`config.mk`:
```
export PLATFORM = sky130hd
export DESIGN_NAME = gpio_msg_link
export DESIGN_NICKNAME = d
export VERILOG_FILES = /design/src/rtl/gpio_msg_link_pkg.sv /design/src/rtl/gpio_msg_link_sync_chain.sv /design/src/rtl/gpio_msg_link.sv
export SDC_FILE = /design/constraint.sdc
export NUM_CORES = 1
export LEC_CHECK = 0
export CORE_MARGIN = 10
export CORE_UTILIZATION = 63
export DETAILED_ROUTE_END_ITERATION = 7
export DONT_BUFFER_PORTS = 1
export PLACE_DENSITY = 0.79
export SLEW_MARGIN = 20
export SYNTH_ARGS = -nofsm -noshare
export SYNTH_HDL_FRONTEND = slang
export SYNTH_HIERARCHICAL = 1
export SYNTH_SLANG_ARGS = --single-unit
```
`constraint.sdc`:
```
create_clock -name clock -period 4.25 [get_ports clock]
set_clock_uncertainty 0.1 [all_clocks]
set_input_delay 0.425 -clock clock [delete_from_list [all_inputs] [get_ports clock]]
set_output_delay 0.425 -clock clock [all_outputs]
set_load 0.02 [all_outputs]
```
`src/rtl/gpio_msg_link_pkg.sv`:
```
// Shared types and sizing helpers for the GPIO message link.
package gpio_msg_link_pkg;

    typedef enum logic [2:0] {
        IDLE,
        S_SETUP,
        S_WAIT_ACK,
        S_WAIT_NACK,
        R_WAIT_REQ,
        R_WAIT_NREQ
    } link_state_e;

    localparam int DEF_MSG_BITS    = 128;
    localparam int DEF_LANES       = 4;
    localparam int DEF_SYNC_STAGES = 2;
    localparam int DEF_TIMEOUT     = 1023;

    // Number of beats needed to move one message.
    function automatic int calc_beats(input int msg_bits, input int lanes);
        return msg_bits / lanes;
    endfunction

    // Width of an up-counter that must hold values 0..max_val (beat counter, timer).
    function automatic int calc_cnt_w(input int max_val);
        return (max_val < 2) ? 1 : $clog2(max_val + 1);
    endfunction

endpackage

```
`src/rtl/gpio_msg_link_sync_chain.sv`:
```
// Multi-flop synchroniser for one asynchronous strobe, cleared by reset.
module sync_chain #(
    parameter int STAGES = 2
) (
    input  logic i_clk,
    input  logic i_rst_n,
    input  logic i_d,
    output logic o_q
);

    logic [STAGES-1:0] r_chain;

    always_ff @(posedge i_clk or negedge i_rst_n) begin
        if (!i_rst_n) begin
            r_chain <= '0;
        end else begin
            r_chain <= {r_chain[STAGES-2:0], i_d};
        end
    end

    assign o_q = r_chain[STAGES-1];

endmodule

```
`src/rtl/gpio_msg_link.sv`:
```
// Board-to-board message link: one message moved LSB-first over LANES pins, four-phase req/ack per beat.
// tx_valid/tx_ready: a message is accepted on a cycle where both are high; tx_data must be valid on that cycle.
module gpio_msg_link
    import gpio_msg_link_pkg::*;
#(
    parameter int MSG_BITS    = DEF_MSG_BITS,
    parameter int LANES       = DEF_LANES,
    parameter int SYNC_STAGES = DEF_SYNC_STAGES,
    parameter int TIMEOUT     = DEF_TIMEOUT
) (
    input  logic                clock,
    input  logic                resetn,
    input  logic                role,
    input  logic                tx_valid,
    output logic                tx_ready,
    input  logic [MSG_BITS-1:0] tx_data,
    output logic                rx_valid,
    output logic [MSG_BITS-1:0] rx_data,
    output logic [LANES-1:0]    link_data_out,
    output logic                link_data_oe,
    input  logic [LANES-1:0]    link_data_in,
    output logic                link_req_out,
    input  logic                link_req_in,
    output logic                link_ack_out,
    input  logic                link_ack_in,
    output logic                busy,
    output logic                timeout_err
);

    localparam int BEATS   = calc_beats(MSG_BITS, LANES);
    localparam int BEAT_W  = calc_cnt_w(BEATS - 1);
    localparam int TIMER_W = calc_cnt_w(TIMEOUT);
    localparam logic [BEAT_W-1:0]  LAST_BEAT  = BEAT_W'(BEATS - 1);
    localparam logic [TIMER_W-1:0] TIMER_LAST = TIMER_W'(TIMEOUT - 1);

    link_state_e         r_state;
    link_state_e         w_next_state;
    logic [BEAT_W-1:0]   r_beat;
    logic [TIMER_W-1:0]  r_timer;
    logic [MSG_BITS-1:0] r_shift;
    logic [MSG_BITS-1:0] r_asm;
    logic [MSG_BITS-1:0] r_rx_data;
    logic                r_rx_valid;
    logic                r_timeout_err;
    logic                r_alive;

    logic w_req_s, w_ack_s;
    logic w_tx_ready, w_tx_phase;
    logic w_timer_en, w_expire;
    logic w_start, w_tx_next, w_capture, w_rx_next, w_rx_done;

    sync_chain #(.STAGES(SYNC_STAGES)) u_sync_req (
        .i_clk   (clock),
        .i_rst_n (resetn),
        .i_d     (link_req_in),
        .o_q     (w_req_s)
    );

    sync_chain #(.STAGES(SYNC_STAGES)) u_sync_ack (
        .i_clk   (clock),
        .i_rst_n (resetn),
        .i_d     (link_ack_in),
        .o_q     (w_ack_s)
    );

    // r_alive keeps tx_ready low while reset is held and for the release cycle.
    assign w_tx_ready = (r_state == IDLE) && !role && r_alive;
    assign w_tx_phase = (r_state == S_SETUP) || (r_state == S_WAIT_ACK) || (r_state == S_WAIT_NACK);

    always_comb begin
        w_next_state = r_state;
        w_timer_en   = 1'b0;
        w_expire     = 1'b0;
        w_start      = 1'b0;
        w_tx_next    = 1'b0;
        w_capture    = 1'b0;
        w_rx_next    = 1'b0;
        w_rx_done    = 1'b0;
        case (r_state)
            IDLE: begin
                if (role) begin
                    w_next_state = R_WAIT_REQ;
                end else if (tx_valid && w_tx_ready) begin
                    w_start      = 1'b1;
                    w_next_state = S_SETUP;
                end
            end
            S_SETUP: w_next_state = S_WAIT_ACK;
            S_WAIT_ACK: begin
                w_timer_en = 1'b1;
                if (w_ack_s) w_next_state = S_WAIT_NACK;
            end
            S_WAIT_NACK: begin
                w_timer_en = 1'b1;
                if (!w_ack_s) begin
                    if (r_beat == LAST_BEAT) begin
                        w_next_state = IDLE;
                    end else begin
                        w_tx_next    = 1'b1;
                        w_next_state = S_SETUP;
                    end
                end
            end
            R_WAIT_REQ: begin
                // Waiting for the first beat is the receiver's idle, so it never times out.
                w_timer_en = (r_beat != '0);
                if (w_req_s) begin
                    w_capture    = 1'b1;
                    w_next_state = R_WAIT_NREQ;
                end
            end
            R_WAIT_NREQ: begin
                w_timer_en = 1'b1;
                if (!w_req_s) begin
                    if (r_beat == LAST_BEAT) begin
                        w_rx_done    = 1'b1;
                        w_next_state = IDLE;
                    end else begin
                        w_rx_next    = 1'b1;
                        w_next_state = R_WAIT_REQ;
                    end
                end
            end
            default: w_next_state = IDLE;
        endcase
        // Peer progress on the final cycle wins over the abort.
        if (w_timer_en && (r_timer == TIMER_LAST) && (w_next_state == r_state)) begin
            w_expire     = 1'b1;
            w_next_state = IDLE;
        end
    end

    always_ff @(posedge clock or negedge resetn) begin
        if (!resetn) begin
            r_state       <= IDLE;
            r_beat        <= '0;
            r_timer       <= '0;
            r_shift       <= '0;
            r_asm         <= '0;
            r_rx_data     <= '0;
            r_rx_valid    <= 1'b0;
            r_timeout_err <= 1'b0;
            r_alive       <= 1'b0;
        end else begin
            r_state       <= w_next_state;
            r_alive       <= 1'b1;
            r_rx_valid    <= w_rx_done;
            r_timeout_err <= w_expire;

            if (w_next_state != r_state) r_timer <= '0;
            else if (w_timer_en)         r_timer <= r_timer + 1'b1;

            if (r_state == IDLE)            r_beat <= '0;
            else if (w_tx_next || w_rx_next) r_beat <= r_beat + 1'b1;

            if (w_start)        r_shift <= tx_data;
            else if (w_tx_next) r_shift <= r_shift >> LANES;

            if (w_capture) r_asm[r_beat*LANES +: LANES] <= link_data_in;
            if (w_rx_done) r_rx_data <= r_asm;
        end
    end

    // Strobes decode straight from state so an asynchronous reset drops them at once.
    assign link_data_out = w_tx_phase ? r_shift[LANES-1:0] : '0;
    assign link_data_oe  = w_tx_phase;
    assign link_req_out  = (r_state == S_WAIT_ACK);
    assign link_ack_out  = (r_state == R_WAIT_NREQ);
    assign tx_ready      = w_tx_ready;
    assign busy          = (r_state != IDLE);
    assign rx_valid      = r_rx_valid;
    assign rx_data       = r_rx_data;
    assign timeout_err   = r_timeout_err;

endmodule

```
Word-level counts from Yosys, hierarchy flattened

Cells that the tools add are included.

Register bits: 409
Bits of input ports: 138
Output and inout bits: 139
Word-level logic and storage cells: 74

Add/sub/neg operators: 3
Equality and inequality tests: 9
Shift-type cells: 2
Mux-type cells: 33
Reduce and logical (&&, ||, !) cells: 16

Operators by type and width:

| operator                                                                  | count |
|---|---|
| 128-bit two-way mux                                                       | 2 |
| 128-bit bitwise mux                                                       | 1 |
| 4-bit by 34-bit variable shift with 128-bit output (first input constant) | 1 |
| 4-bit by 34-bit indexed part select with 128-bit output                   | 1 |
| 7-bit negation with 34-bit output                                         | 1 |
| 3-bit two-way mux                                                         | 8 |
| 10-bit two-way mux                                                        | 2 |
| 3-bit one-hot mux with 6 select lines                                     | 1 |
| 1-bit two-way mux                                                         | 15 |
| 10-bit by 1-bit adder with 10-bit output (second input constant)          | 1 |
| 10-bit == test (second input constant)                                    | 1 |
| 5-bit two-way mux                                                         | 2 |
| 3-bit by 2-bit == test with 1-bit output (second input constant)          | 2 |
| 3-bit == test (second input constant)                                     | 2 |
| 2-bit nonzero test                                                        | 3 |
| 5-bit by 1-bit adder with 5-bit output (second input constant)            | 1 |
| 5-bit == test (second input constant)                                     | 1 |
| 1-bit logical AND                                                         | 5 |
| 5-bit nonzero test                                                        | 1 |
| 4-bit two-way mux                                                         | 1 |
| 3-bit by 1-bit == test with 1-bit output (second input constant)          | 1 |
| 3-bit == test                                                             | 1 |
| 3-bit logical NOT                                                         | 1 |
| 1-bit logical OR                                                          | 3 |
| 5 further kinds                                                           | 5 |

Depth between registers and ports, before layout

Depth after elaboration: 12
Gate-level depth with buffers: 12
Gate-level depth less buffers: 10

Cells and area by module

Netlist, hierarchy kept.

By module, submodules not included:

| module        | instances | cells an instance | area each (um^2) |
|---|---|---|---|
| gpio_msg_link | 1         | 1383              | 17138.9 |
| sync_chain    | 2         | 2                 | 50.0 |

Least setup slack after synthesis

No wires, ideal clock.

Path type: register to register
From: register r_beat[0]
To: register r_asm[116]
Setup time: 0.125 ns
Arrival time: 2.735 ns
Data required time: 4.025 ns
Path slack: 1.291 ns
Cell stages (with the launch flop): 12
Clock period less this slack: 2.959 ns
Cell sequence: dfrtp_1 clkbuf_1 inv_1 ha_1 nand2b_1 nor2_1 ha_1 nor4_1 buf_2 nand3_1 nor2_1 mux2_2

Longest elaborated chain between the ends: 3
Elaborated cells on any way between the ends: 4

Ends and longest elaborated chain:

| item                                                                                                                          | line                 | RTL |
|---|---|---|
| start: declaration                                                                                                            | gpio_msg_link.sv:38  | `logic [BEAT_W-1:0] r_beat;` |
| start signal: assignment                                                                                                      | gpio_msg_link.sv:154 | `else if (w_tx_next \|\| w_rx_next) r_beat <= r_beat + 1'b1;` |
| 7-bit negation with 34-bit output *                                                                                           | gpio_msg_link.sv:159 | `if (w_capture) r_asm[r_beat*LANES +: LANES] <= link_data_in;` |
| 4-bit by 34-bit indexed part select with 128-bit output or 4-bit by 34-bit variable shift with 128-bit output (tied branches) | gpio_msg_link.sv:159 |  |
| 128-bit bitwise mux *                                                                                                         | gpio_msg_link.sv:159 |  |
| end signal: indexed assignment                                                                                                | gpio_msg_link.sv:159 |  |
| end: declaration                                                                                                              | gpio_msg_link.sv:41  | `logic [MSG_BITS-1:0] r_asm;` |

Mark *: on every way between the ends. The rest lies on a longest branch, timed or not.
A chain may end at the register's enable or synchronous reset.

Final worst setup path

From: register r_beat[0]
To: register r_asm[24]

Same word-level chain as after synthesis.

==> summary.md <==
| Metric | Value |
|---|---|
| Run status | complete, but fails checks |
| Failing checks | hold timing |
| Synth warnings | 6 |
| Die area | 34380 µm² |
| RSZ-0062 raised after global routing | false |
| Remaining antenna violation count | 0 |
| Top post-synthesis cells by area | dfrtp_1 (59%), mux2_2 (15%), mux2i_1 (7.0%) |
| FP Rows | 60 |
| Met3 Track Usage GR | 0.07602 |
| CTS Buf Count | 42 |
| Switching Power | 3.195 mW |
| Max_cap viols | 0 |
| Drt via density | 6.099 |
| Global-route wire length before repair | 67550 µm |
| Top cell type's share of synthesized area | 0.5937 |
| CTS Root Cell | clkbuf_16 |
| Post-synth top area cell | dfrtp_1 |
| Fmax | 270.4 MHz |
| Layout Area Growth over Synthesis | 17.53% |
| Slew headroom | 0.1641 |
| Clk slew on worst S/H paths | 0.06 ns |
| Crit. End Element | flop |
| Crit Path Category | flop to flop |
| Clk_lat worst skew | 0.53 ns |
| Core area | 26950 µm² |
| Critical Path AT | 4.01 ns |
| Synth unique cells | 49 |
| DIE WIDTH | 185.4 µm |
| H-tree level count | 2 |
| Fillers | 1656 |
| Post-synthesis async set-or-reset flop share | 1.000 |
| I/O pins | 277 |
| Pwr/cell area | 531.0 nW/µm² |
| Hold crit path type | input port to asynchronous set/reset pin |
| Actual slew at the worst max-slew pin | 1.254 ns |
| Avg WL per Cell | 23.15 µm |
| Vias | 11440 |
| Placer Congestion | 0.8521 |
| CTS Hold Buffers Added | 134 |
| Initial antenna violation count | 1 |
| Clock power share | 0.346 |
| HPWL Detailed | 27410 µm |
| Grt met2 use | 0.4007 |
| Share of cells above drive strength 1 | 0.2205 |
| Net Count, Synth | 1531 |
| Number of synthesized flops with an enable pin | 0 |
| Post_cts resized | 0 |
| Sequential area share after synthesis | 0.5937 |
| Die height | 185.4 µm |
| Total negative slack | 0 ns |
| Router iterations before antenna repair | 5 |
| Minimum clock period | 3.699 ns |
| Top post-synthesis cells by count | dfrtp_1 (409), mux2_2 (237), nand2_1 (168) |
| Final Cycle Share | 0.8703 |
| Grt ovf | 0 |
| Register area | 10230 µm² |
| GR Layer Usage met1 | 0.3141 |
| Max FO, Critical Path | 19 |
| Sequential share of power | 0.471 |
| Starting Density | 0.6396 |
| Post-Synthesis Cells | 1387 |
| #FFs+latches synth | 409 |
| Sink Count | 409 |
| GRT Total Usage | 0.2510 |
| Setup-violating endpoint count in the final report | 0 |
| Multi-input gate area | 6611 µm² |
| CP Launch Type | flop |
| CTS tree | yes |
| GR peak layer | met2 |
| Final nets | 1647 |
| Int Power | 7.563 mW |
| Routed wire length | 43410 µm |
| # DRC | 0 |
| Final Hold Fails | 409 |
| Worst vdd ir | 443.3 µV |
| Pin count of the biggest net entering global routing | 410 |
| Longest Clk Path Bufs | 3 |
| Final Max Tran Viols | 0 |
| Leakage | 9.018 nW |
| Worst hold margin | -0.4843 ns |
| Switch share | 0.2970 |
| Syn Area/Cell | 12.43 µm² |
| Count leader, synth | dfrtp_1 |
| Design Power | 10.76 mW |
| Port bufs | 0 |
| Main synth FF type | dfrtp_1 |
| Synthesized area | 17240 µm² |
| Combinational fraction of design power | 0.183 |
| Req. time, crit path | 4.56 ns |
| DR iter-0 viols | 940 |
| Vias in the first global route | 11970 |
critical path: stages, from the launching register on:
cell and delay, ns:
dfrtp_1 0.70, inv_1 0.22, ha_1 0.32, nand2b_1 0.20, nor2_1 0.07, ha_1 0.35, or4b_4 0.52, nor2_1 0.48
nand2_1 0.27, mux2_2 0.34
area by class of cell:
cell class,instances,share of cell area
repair buffers,150,0.07522
clock inverters,15,0.007905
clock buffers,59,0.06200
flip-flops and latches,409,0.5052
multi-input cells,888,0.3263
diodes,1,0.0001235
well taps,341,0.02106
inverters,12,0.002223
registers in the layout, summed over array words and instances (netlist names):
signal              count
r_shift               128
r_state                 3
r_alive                 1
r_timer                10
r_beat                  5
timeout_err             1
u_sync_req/r_chain      2
r_asm                 128
rx_data               128
rx_valid                1
u_sync_ack/r_chain      2
through the flow:
stage	std cells	worst slack, ns	utilization	area (µm²)	hold slack [ns]
CTS	1874	0.6427	0.7517	20260	-0.5104
floorplan	1387	1.291	-	17240	0.02941
global route	1875	0.3927	0.7518	20260	-0.5124
detailed placement	1666	0.6854	0.6494	17500	0.04981
finish	1875	0.5514	0.7518	20260	-0.4843
global placement	1666	0.8376	0.6494	17500	0.05340
path summary, 6_finish.rpt:
| kind | startpoint | endpoint | slack, ns | cells after the start |
|---|---|---|---|---|
| setup / recovery | r_beat[0] | r_asm[24] | 0.55 | 9 |
| hold / removal | resetn | rx_data[73] | -0.48 | 0 |
| setup reg to reg | r_beat[0] | r_asm[24] | 0.55 | 9 |
| hold reg to reg | u_sync_ack/r_chain[0] | u_sync_ack/r_chain[1] | 0.25 | 0 |
| max in group asynchronous | resetn | r_shift[46] | 3.53 | 0 |
| min in group clock | role | r_state[2] | 0.05 | 2 |
per-layer routing:
layer  vias to the layer above  share of wire
met3                       110          0.085
met2                       430           0.49
met1                      5800           0.39
met4                         0          0.034
met5                         -              0
li1                       5095              -
repair_timing:
action                     in CTS  in global routing
buffers inserted                0                  0
setup endpoints to repair       0                  0
hold endpoints to repair      554                409
cell usage in the layout, fill, tap and decap left out, types with 12 or more instances in the layout:
master | synthesis | final
mux2_2 | 237 | 237
nor2_1 | 59 | 58
clkbuf_16 | 0 | 43
dlygate4sd3_1 | 0 | 134
nand3_1 | 13 | 13
clkbuf_8 | 0 | 12
o21ai_0 | 140 | 140
nand2b_1 | 13 | 13
mux2i_1 | 120 | 120
dfrtp_1 | 409 | 409
nand2_1 | 168 | 168
inv_1 | 12 | 12
nor3_1 | 17 | 17
cell families (layout without fill, tap and decap cells):
kind of cell             Yosys count  after routing  synth area share
other                              1              2         0.0002175
AO/OA/AOI/OAI                    183            183           0.05901
XOR/XNOR                          13             13          0.006605
AND/OR/NAND/NOR                  328            328           0.08768
buffers and inverters             90            236           0.02395
adder cells (fa/ha/maj)            6              6          0.004355
flip-flops                       409            409            0.5937
multiplexers                     357            357            0.2245
power by group through the flow:
| stage | Clock [mW] | Combinational (mW) | Sequential [mW] |
|---|---|---|---|
| floorplan | 0 | 1.41 | 4.89 |
| global placement | 0 | 1.69 | 5.05 |
| detailed placement | 0 | 1.77 | 5.08 |
| CTS | 3.76 | 1.90 | 5.02 |
| global route | 3.95 | 2.19 | 5.15 |
| finish | 3.72 | 1.97 | 5.07 |
Power figures use the tool's default switching activity.
